`config.mk`:
```
export PLATFORM = sky130hd
export DESIGN_NAME = pe_ldst_initiator
export DESIGN_NICKNAME = d
export VERILOG_FILES = /design/src/rtl/interconnect_pkg.sv /design/src/rtl/pe_ldst_fifo.sv /design/src/rtl/pe_ldst_initiator.sv
export SDC_FILE = /design/constraint.sdc
export NUM_CORES = 1
export LEC_CHECK = 0
export CAP_MARGIN = 20
export CORE_MARGIN = 5
export CORE_UTILIZATION = 50
export CTS_BUF_LIST = sky130_fd_sc_hd__clkbuf_4
export DETAILED_ROUTE_END_ITERATION = 8
export MAX_ROUTING_LAYER = met4
export PLACE_DENSITY = 0.77
export SYNTH_ARGS = -nofsm -noshare
export SYNTH_HDL_FRONTEND = slang
export SYNTH_SLANG_ARGS = --single-unit
export TNS_END_PERCENT = 1
```
`constraint.sdc`:
```
create_clock -name clk -period 3.75 [get_ports clk]
set_input_delay 1.125 -clock clk [delete_from_list [all_inputs] [get_ports clk]]
set_output_delay 1.125 -clock clk [all_outputs]
set_load 0.02 [all_outputs]
```
`src/rtl/interconnect_pkg.sv`:
```
// Shared widths and constants for the global-memory crossbar and the PE-side load/store initiator.
// No logic; constants and types only.
// Store-buffer state type and default queue depths live here too.
package interconnect_pkg;

    // Global address = {bank id, word address within bank}
    localparam int GLOBAL_MEM_PER_BANK_ADDR_L = 10;
    localparam int BANK_ID_L                  = 2;
    localparam int GLOBAL_MEM_ADDR_L          = GLOBAL_MEM_PER_BANK_ADDR_L + BANK_ID_L;
    localparam int DATA_L                     = 16;
    localparam int BANK_ADDR_START            = 0;
    localparam int BANK_ID_START              = GLOBAL_MEM_PER_BANK_ADDR_L;

    // Default depths for the initiator queues
    localparam int LD_Q_DEPTH_DEF = 4;
    localparam int RSP_DEPTH_DEF  = 4;

    // Single-entry store buffer
    typedef enum logic {
        ST_EMPTY = 1'b0,
        ST_FULL  = 1'b1
    } st_buf_state_e;

endpackage

```
`src/rtl/pe_ldst_fifo.sv`:
```
// Synchronous FIFO, parameterized width and power-of-2 depth, with occupancy count.
// Latency: a pushed word is visible at the head the cycle after the push.
// Backpressure: push while full and pop while empty are ignored; pop_data reads 0 when empty.
module pe_ldst_fifo #(
    parameter int WIDTH = 8,
    parameter int DEPTH = 4
) (
    input  logic                     clk,
    input  logic                     rst,
    input  logic                     push,
    input  logic [WIDTH-1:0]         push_data,
    input  logic                     pop,
    output logic [WIDTH-1:0]         pop_data,
    output logic [$clog2(DEPTH):0]   count,
    output logic                     full,
    output logic                     empty
);

    localparam int AW = $clog2(DEPTH);
    localparam int CW = AW + 1;

    logic [WIDTH-1:0] mem [DEPTH];
    logic [AW-1:0]    wr_ptr;
    logic [AW-1:0]    rd_ptr;
    logic             do_push;
    logic             do_pop;

    assign full     = (count == CW'(DEPTH));
    assign empty    = (count == '0);
    assign do_push  = push & ~full;
    assign do_pop   = pop & ~empty;
    assign pop_data = empty ? '0 : mem[rd_ptr];

    // Pointer and occupancy bookkeeping; pointers wrap naturally for power-of-2 depth
    always_ff @(posedge clk) begin
        if (rst) begin
            wr_ptr <= '0;
            rd_ptr <= '0;
            count  <= '0;
        end else begin
            if (do_push) wr_ptr <= wr_ptr + AW'(1);
            if (do_pop)  rd_ptr <= rd_ptr + AW'(1);
            count <= count + CW'(do_push) - CW'(do_pop);
        end
    end

    // Storage array; contents need no reset because empty masks the head
    always_ff @(posedge clk) begin
        if (do_push) mem[wr_ptr] <= push_data;
    end

endmodule

```
`src/rtl/pe_ldst_initiator.sv`:
```
// Per-PE load/store initiator: queues core loads/stores and drives the PE's ld/st lanes to the crossbar.
// Latency: command accepted at t -> request at t+1; ld_data_vld at t -> core_rsp_vld at t+1.
// Backpressure: requests held until granted; loads issue only with a free response slot (credit).
// Option: define PE_LDST_RAW_CHECK_EN to stall a load hitting the word of a pending store.
module pe_ldst_initiator
    import interconnect_pkg::*;
#(
    parameter int PE_ID      = 0,
    parameter int LD_Q_DEPTH = LD_Q_DEPTH_DEF,
    parameter int RSP_DEPTH  = RSP_DEPTH_DEF
) (
    input  logic                                  clk,
    input  logic                                  rst,
    input  logic                                  core_ld_vld,
    input  logic [GLOBAL_MEM_ADDR_L-1:0]          core_ld_addr,
    output logic                                  core_ld_rdy,
    input  logic                                  core_st_vld,
    input  logic [GLOBAL_MEM_PER_BANK_ADDR_L-1:0] core_st_addr,
    input  logic [DATA_L-1:0]                     core_st_data,
    output logic                                  core_st_rdy,
    output logic                                  core_rsp_vld,
    output logic [DATA_L-1:0]                     core_rsp_data,
    input  logic                                  core_rsp_rdy,
    output logic [GLOBAL_MEM_ADDR_L-1:0]          ld_addr,
    output logic                                  ld_req,
    input  logic                                  ld_gnt,
    input  logic [DATA_L-1:0]                     ld_data,
    input  logic                                  ld_data_vld,
    output logic [GLOBAL_MEM_PER_BANK_ADDR_L-1:0] st_addr,
    output logic [DATA_L-1:0]                     st_data,
    output logic                                  st_req,
    input  logic                                  st_gnt,
    output logic                                  err_unexpected_rsp
);

    localparam int CW = $clog2(RSP_DEPTH) + 1;
    localparam int SW = CW + 1;

    logic [GLOBAL_MEM_ADDR_L-1:0]  ld_head;
    logic [$clog2(LD_Q_DEPTH):0]   ld_q_count;
    logic                          ld_q_full;
    logic                          ld_q_empty;
    logic [CW-1:0]                 rsp_count;
    logic                          rsp_full;
    logic                          rsp_empty;
    logic [CW-1:0]                 inflight;
    logic                          credit_ok;
    logic                          raw_block;
    logic                          ld_issue;
    logic                          rsp_accept;
    logic                          rsp_unexpected;
    st_buf_state_e                 st_state;
    st_buf_state_e                 st_state_nxt;
    logic                          st_accept;
    logic                          unused_ok;

    assign unused_ok = &{1'b0, ld_q_count, rsp_full};

    // ---------------- load path ----------------
    pe_ldst_fifo #(
        .WIDTH (GLOBAL_MEM_ADDR_L),
        .DEPTH (LD_Q_DEPTH)
    ) u_ld_q (
        .clk       (clk),
        .rst       (rst),
        .push      (core_ld_vld & core_ld_rdy),
        .push_data (core_ld_addr),
        .pop       (ld_issue),
        .pop_data  (ld_head),
        .count     (ld_q_count),
        .full      (ld_q_full),
        .empty     (ld_q_empty)
    );

    assign core_ld_rdy = ~ld_q_full;

    // Every issued load must have a guaranteed response slot
    assign credit_ok = (SW'(inflight) + SW'(rsp_count)) < SW'(RSP_DEPTH);

`ifdef PE_LDST_RAW_CHECK_EN
    assign raw_block = (st_state == ST_FULL)
                     && (ld_head[BANK_ID_START +: BANK_ID_L] == BANK_ID_L'(PE_ID))
                     && (ld_head[BANK_ADDR_START +: GLOBAL_MEM_PER_BANK_ADDR_L] == st_addr);
`else
    assign raw_block = 1'b0;
`endif

    assign ld_req         = ~ld_q_empty & credit_ok & ~raw_block;
    assign ld_addr        = ld_head;
    assign ld_issue       = ld_req & ld_gnt;
    assign rsp_accept     = ld_data_vld & (inflight != '0);
    assign rsp_unexpected = ld_data_vld & (inflight == '0);

    // Outstanding-load counter: +1 per grant, -1 per accepted return word
    always_ff @(posedge clk) begin
        if (rst) begin
            inflight <= '0;
        end else begin
            case ({ld_issue, rsp_accept})
                2'b10:   inflight <= inflight + CW'(1);
                2'b01:   inflight <= inflight - CW'(1);
                default: inflight <= inflight;
            endcase
        end
    end

    // Sticky flag for return data nobody asked for
    always_ff @(posedge clk) begin
        if (rst) begin
            err_unexpected_rsp <= 1'b0;
        end else if (rsp_unexpected) begin
            err_unexpected_rsp <= 1'b1;
        end
    end

    // ---------------- response path ----------------
    pe_ldst_fifo #(
        .WIDTH (DATA_L),
        .DEPTH (RSP_DEPTH)
    ) u_rsp_q (
        .clk       (clk),
        .rst       (rst),
        .push      (rsp_accept),
        .push_data (ld_data),
        .pop       (core_rsp_vld & core_rsp_rdy),
        .pop_data  (core_rsp_data),
        .count     (rsp_count),
        .full      (rsp_full),
        .empty     (rsp_empty)
    );

    assign core_rsp_vld = ~rsp_empty;

    // ---------------- store path ----------------
    assign core_st_rdy = (st_state == ST_EMPTY);
    assign st_req      = (st_state == ST_FULL);
    assign st_accept   = core_st_vld & (st_state == ST_EMPTY);

    // Store buffer state register
    always_ff @(posedge clk) begin
        if (rst) begin
            st_state <= ST_EMPTY;
        end else begin
            st_state <= st_state_nxt;
        end
    end

    // Store buffer next state: fill on command, drain on grant
    always_comb begin
        st_state_nxt = st_state;
        case (st_state)
            ST_EMPTY: if (core_st_vld) st_state_nxt = ST_FULL;
            ST_FULL:  if (st_gnt)      st_state_nxt = ST_EMPTY;
            default:                   st_state_nxt = ST_EMPTY;
        endcase
    end

    // Capture store address/data on accept; held unchanged while the buffer is full
    always_ff @(posedge clk) begin
        if (rst) begin
            st_addr <= '0;
            st_data <= '0;
        end else if (st_accept) begin
            st_addr <= core_st_addr;
            st_data <= core_st_data;
        end
    end

endmodule
```
* Word level (Yosys, flattened, before mapping) *
Memory sizes are Yosys's and may differ from the RTL's. A register that Yosys moved wholly into a read port is not among the register bits.
Cells that the tools add are included.

storage, ports and cells
  register bits after elaboration = 45
  memories = 2
  bits in writable memories = 112
  word-level logic and storage cells = 64
  output and inout bits = 60
  bits of input ports = 62

operators by class
  eq/ne operators = 4
  order comparisons = 1
  bitwise gates (word level) = 16
  reductions and logical operators = 5
  add/sub/neg operators = 11
  muxes and demuxes = 14

memory list
  memory       words  width  rd ports  clocked after Yosys merged registers in  wr ports  RTL line            source
  u_rsp_q.mem  4      16     1         1                                        1         pe_ldst_fifo.sv:22  logic [WIDTH-1:0] mem [DEPTH];
  u_ld_q.mem   4      12     1         1                                        1         pe_ldst_fifo.sv:22

operator list
  operator                                                     number
  2-to-1 mux 16 bit                                            1
  2-to-1 mux 12 bit                                            1
  bitwise AND 1 bit                                            11
  zero test 3 bit                                              3
  adder 2 x 1 -> 2 bit (second input constant)                 4
  2-to-1 mux 2 bit                                             4
  adder 3 x 1 -> 3 bit                                         2
  == test 3 bit (second input constant)                        2
  2-to-1 mux 1 bit                                             6
  case mux 3 bit (2 select lines)                              1
  subtractor 3 x 1 -> 3 bit                                    2
  inverter 1 bit                                               5
  adder 3 x 3 -> 4 bit                                         1
  less-than comparator 4 x 3 -> 1 bit (second input constant)  1
  adder 3 x 1 -> 3 bit (second input constant)                 1
  nonzero test 3 bit                                           1
  subtractor 3 x 1 -> 3 bit (second input constant)            1
  == test 2 x 1 -> 1 bit (second input constant)               1
  == test 2 bit (second input constant)                        1
  case mux 1 bit (2 select lines)                              1
  nonzero test 2 bit                                           1

* Logic depth before layout (Yosys ltp) *
  word-level depth = 7
  depth in mapped cells = 11
  gate-level depth less buffers = 11

* Cells and area by module *
Synthesis repeated with hierarchy kept, for this count alone.

second synthesis, totals
  cells, all modules = 429
  area, all modules = 6556.3 sq um

modules (own cells, without submodules)
  module                  cells each  area each (sq um)  seq. area each (sq um)  times used
  pe_ldst_fifo (u_rsp_q)  152         2942.8             2102.0                  1
  pe_ldst_fifo (u_ld_q)   126         2397.3             1621.6                  1
  pe_ldst_initiator       151         1216.2             620.6                   1

* Worst setup path after synthesis *
OpenSTA, ideal clock, no wires.

  kind = input port to flip-flop
  from = input port ld_gnt
  to = register u_ld_q.count[2]
  stages = 9
  arrival time = 2.621 ns
  buffers on the path = 0
  slack = 1.051 ns
  data required time = 3.672 ns
  setup time = 0.078 ns
  path through = nor4b_4 -> ha_1 -> inv_1 -> ha_1 -> inv_1 -> fa_1 -> xor2_1 -> and2_1 -> nor3_1

between the ends
  word-level cells in the longest chain between the ends = 3

ends and longest elaborated chain
  what                       RTL line                 source
  start, declared            pe_ldst_initiator.sv:26  input logic ld_gnt,
  bitwise AND 1 bit          pe_ldst_initiator.sv:90  assign ld_issue = ld_req & ld_gnt;
  bitwise AND 1 bit          pe_ldst_fifo.sv:31       assign do_pop = pop & ~empty;
  subtractor 3 x 1 -> 3 bit  pe_ldst_fifo.sv:43       count <= count + CW'(do_push) - CW'(do_pop);
  end signal, assigned       pe_ldst_fifo.sv:43
  end, declared              pe_ldst_fifo.sv:14       output logic [$clog2(DEPTH):0] count,

Every way passes these cells.
A chain may end at the register's enable or synchronous reset.

==> qor.yml <==
sta:
  final_hold_viol_count: 0
  rsz0062_at_grt: "false"
  skew_ps: 7.56
  tightest_slew_ps: 1010
  drv_slew: 0
  relSlewSlack: 0.329
  fin_crit_sh: 0.965
  period_minus_slack_ps: 3620
  setup_tns_ps: 0
  finalSetupViolCount: 0
  max_clock_freq_ghz: 0.276
power_and_ir_drop:
  switching_power_mw: 1.57
  vdd_drop_max_uv: 311
  leakage_nw: 2.80
  power.density_nw_per_um2: 618
  clock_power_share: 0.197
  internal_power_mw: 3.42
  switching_share: 0.315
  power_frac_seq: 0.447
  p_comb_frac: 0.356
clock_network:
  clk_pin_slew_ps: 120
  cts_tree: "done"
  postCtsSetupRepairBufs: 0
  clk_path_buf_depth: 2
  clk_latency_ps: 560
  cts_root_buf: "clkbuf_4"
  cts-htree-levels: 4
  cts.sinks: 161
  cts_buffers: 17
worst_setup_path:
  arrival_ps: 2490
  path_max_fanout: 12
  crit_chain: "mux4_2 -> nor2b_1 -> clkdlybuf4s50_1"
  crit_buf_inv: 1
  worst_setup_path_end_kind: "output port"
  timing.rr.end: "u_ld_q.count[2]"
  path_class: "flop to output port"
  crit_slowest_cell: "dfxtp_1"
  slowest_delay_ps: 750
  regToRegSetupSlack_ps: 910
  start_kind: "flop"
  cp.required_ps: 2620
  r2r_start: "u_rsp_q.count[1]"
  reg2reg_depth: 11
  crit_family: "flip-flops"
worst_hold_path:
  hold_class: "flop to flop"
  min_path_cells: 2
  hp-start: "st_data[4]"
  hold_end: "st_data[4]"
routing:
  vias: 3779
  wl_per_cell_um: 16.6
  vias_per_cell: 5.08
  drc: 0
  first_pass_iters: 4
  ant_nets: 0
  drt_iter0_drc: 228
  drt_wl_total_um: 12400
yosys:
  synth_nets: 507
  syn_avg_cell_area_um2: 14.9
  synthesis.area_um2: 6380
  postSynthCellCount: 427
  ys_seq_area_frac: 0.681
  synth_seq_cells: 161
  yosysTopAreaCellShare: 0.527
  yosysUniqueCellTypes: 35
  netlist_top_cells_area: "edfxtp_1, dfxtp_1, mux4_2"
  synth_top_area_cell: "edfxtp_1"
  yosysWarnings: 0
place:
  placed_cells: 711
  gp_congestion: 0.718
  port_buffers: 121
  dp_hpwl_um: 8420
floorplan:
  die_area_um2: 15100
  initial_core_util: 0.507
  dieWidth_um: 123
  die_h_um: 123
  io_pins: 122
  rows: 41
  core-area_um2: 12600
global_route:
  overflow: 0
  grt_pass1_wl_um: 19600
  grt_pass1_vias: 3860
  grt_max_degree: 33
  grt_usage: 0.180
  antenna_found_initial: 1
layout:
  drive_above_1_share: 0.144
  fin_nets: 638
  instances_no_fill: 744
  syn2layout_area_growth_pct: 26.8
run_status:
  status: "complete, no violations"
run:
  drv_cap: 0
synth_stat cells:
master	instances
nor2_1	18
buf_2	3
o311ai_0	1
dfxtp_1	49
nand3_1	2
edfxtp_1	112
clkbuf_8	1
nor4_1	1
ha_1	15
buf_4	2
nand2b_1	4
nand2_1	53
and3_2	1
o21ai_0	3
nor3_1	5
xor2_1	6
nor3b_1	1
fa_1	3
nor2b_1	32
a21oi_1	32
or3_1	1
mux4_2	28
a211oi_2	1
o31ai_1	1
clkbuf_1	11
and2b_1	1
nor4b_4	1
buf_1	2
inv_1	20
or3_4	1
mux2_2	4
nor3_4	1
mux2i_1	1
and2_1	6
and3_1	4
worst min-delay path, cell delays in order (launching register included):
cell	delay [ps]
dfxtp_1	330
nand2_1	50
a21oi_1	50
sequential cells by signal (all words and copies together), names as in the netlist, named ones only:
name / cells
u_rsp_q.mem: 64
u_ld_q.mem: 48
st_data: 16
st_addr: 10
inflight: 3
u_ld_q.count: 3
u_rsp_q.count: 3
u_ld_q.rd_ptr: 2
u_ld_q.wr_ptr: 2
u_rsp_q.rd_ptr: 2
u_rsp_q.wr_ptr: 2
err_unexpected_rsp: 1
st_req: 1
layout make-up:
class,instances,area [µm²]
clock buffers,21,158
clock inverters,11,114
diodes,1,2.50
multi-input cells,227,1880
fillers,912,4480
well taps,172,215
inverters,20,75.1
flip-flops and latches,161,4350
repair buffers,131,1300
power by group through the flow:
stage	clock (mW)	sequential, mW	combinational (mW)
4_1_cts	1.02	2.23	1.82
5_1_grt	1.10	2.26	1.93
6_report	0.985	2.23	1.78
3_5_place_dp	0	2.27	1.80
2_1_floorplan	0	2.24	1.10
3_3_place_gp	0	2.25	1.78
layout by cell type, fill, tap and decap left out, drive strengths merged, types with 5 or more instances in the layout:
master	instances
and2	6
edfxtp	112
inv	21
nor2	18
nor2b	32
nand2	53
dfxtp	49
clkbuf	21
a21oi	32
clkdlybuf4s50	119
mux4	28
xor2	6
nor3	6
and3	5
buf	11
ha	15
clkinv	5
routing by layer:
layer  part of all wire  up-vias  GRT usage  routed length, µm
met1               0.42     1840      0.219               5190
met3              0.066       20     0.0650                815
met4              0.019        0     0.0665                235
met5                  0        -          -                  0
met2               0.50      110      0.278               6120
li1                   -     1809          -                  -
kinds of logic after synthesis:
| logic type | share of synthesized area |
|---|---|
| AOI/OAI and AO/OA | 0.0320 |
| xor gates and xnor gates | 0.00824 |
| adders and majority gates | 0.0388 |
| buffers and inverters | 0.0263 |
| DFF | 0.681 |
| muxes | 0.108 |
| and+or+nand+nor | 0.106 |
worst max path at each step:
stage / end / start / cells after the start
2_1_floorplan: u_ld_q.count[2] / ld_gnt / 9
3_3_place_gp: u_ld_q.count[2] / ld_gnt / 10
3_5_place_dp: u_ld_q.count[2] / ld_gnt / 10
4_1_cts: core_rsp_data[10] / flop / 4
5_1_grt: ld_addr[0] / flop / 3
6_report: ld_addr[0] / flop / 3
per-stage QoR:
step                setup WS (ps)  cell area (µm²)  total power [mW]   util  hold slack (ps)
floorplan                    1050             6380              3.35      -              475
global placement              482             7800              4.03  0.621              442
detailed placement            410             7800              4.07  0.621              446
CTS                          22.2             8080              5.07  0.643              464
global route                 9.37             8090              5.29  0.643              481
finish                        133             8090              5.00  0.643              462
repair_timing:
action	CTS	global route
resized for setup	2	3
setup endpoints to repair	17	17
hold buffers	0	0
Note: power is estimated with default switching activity, not from simulation.
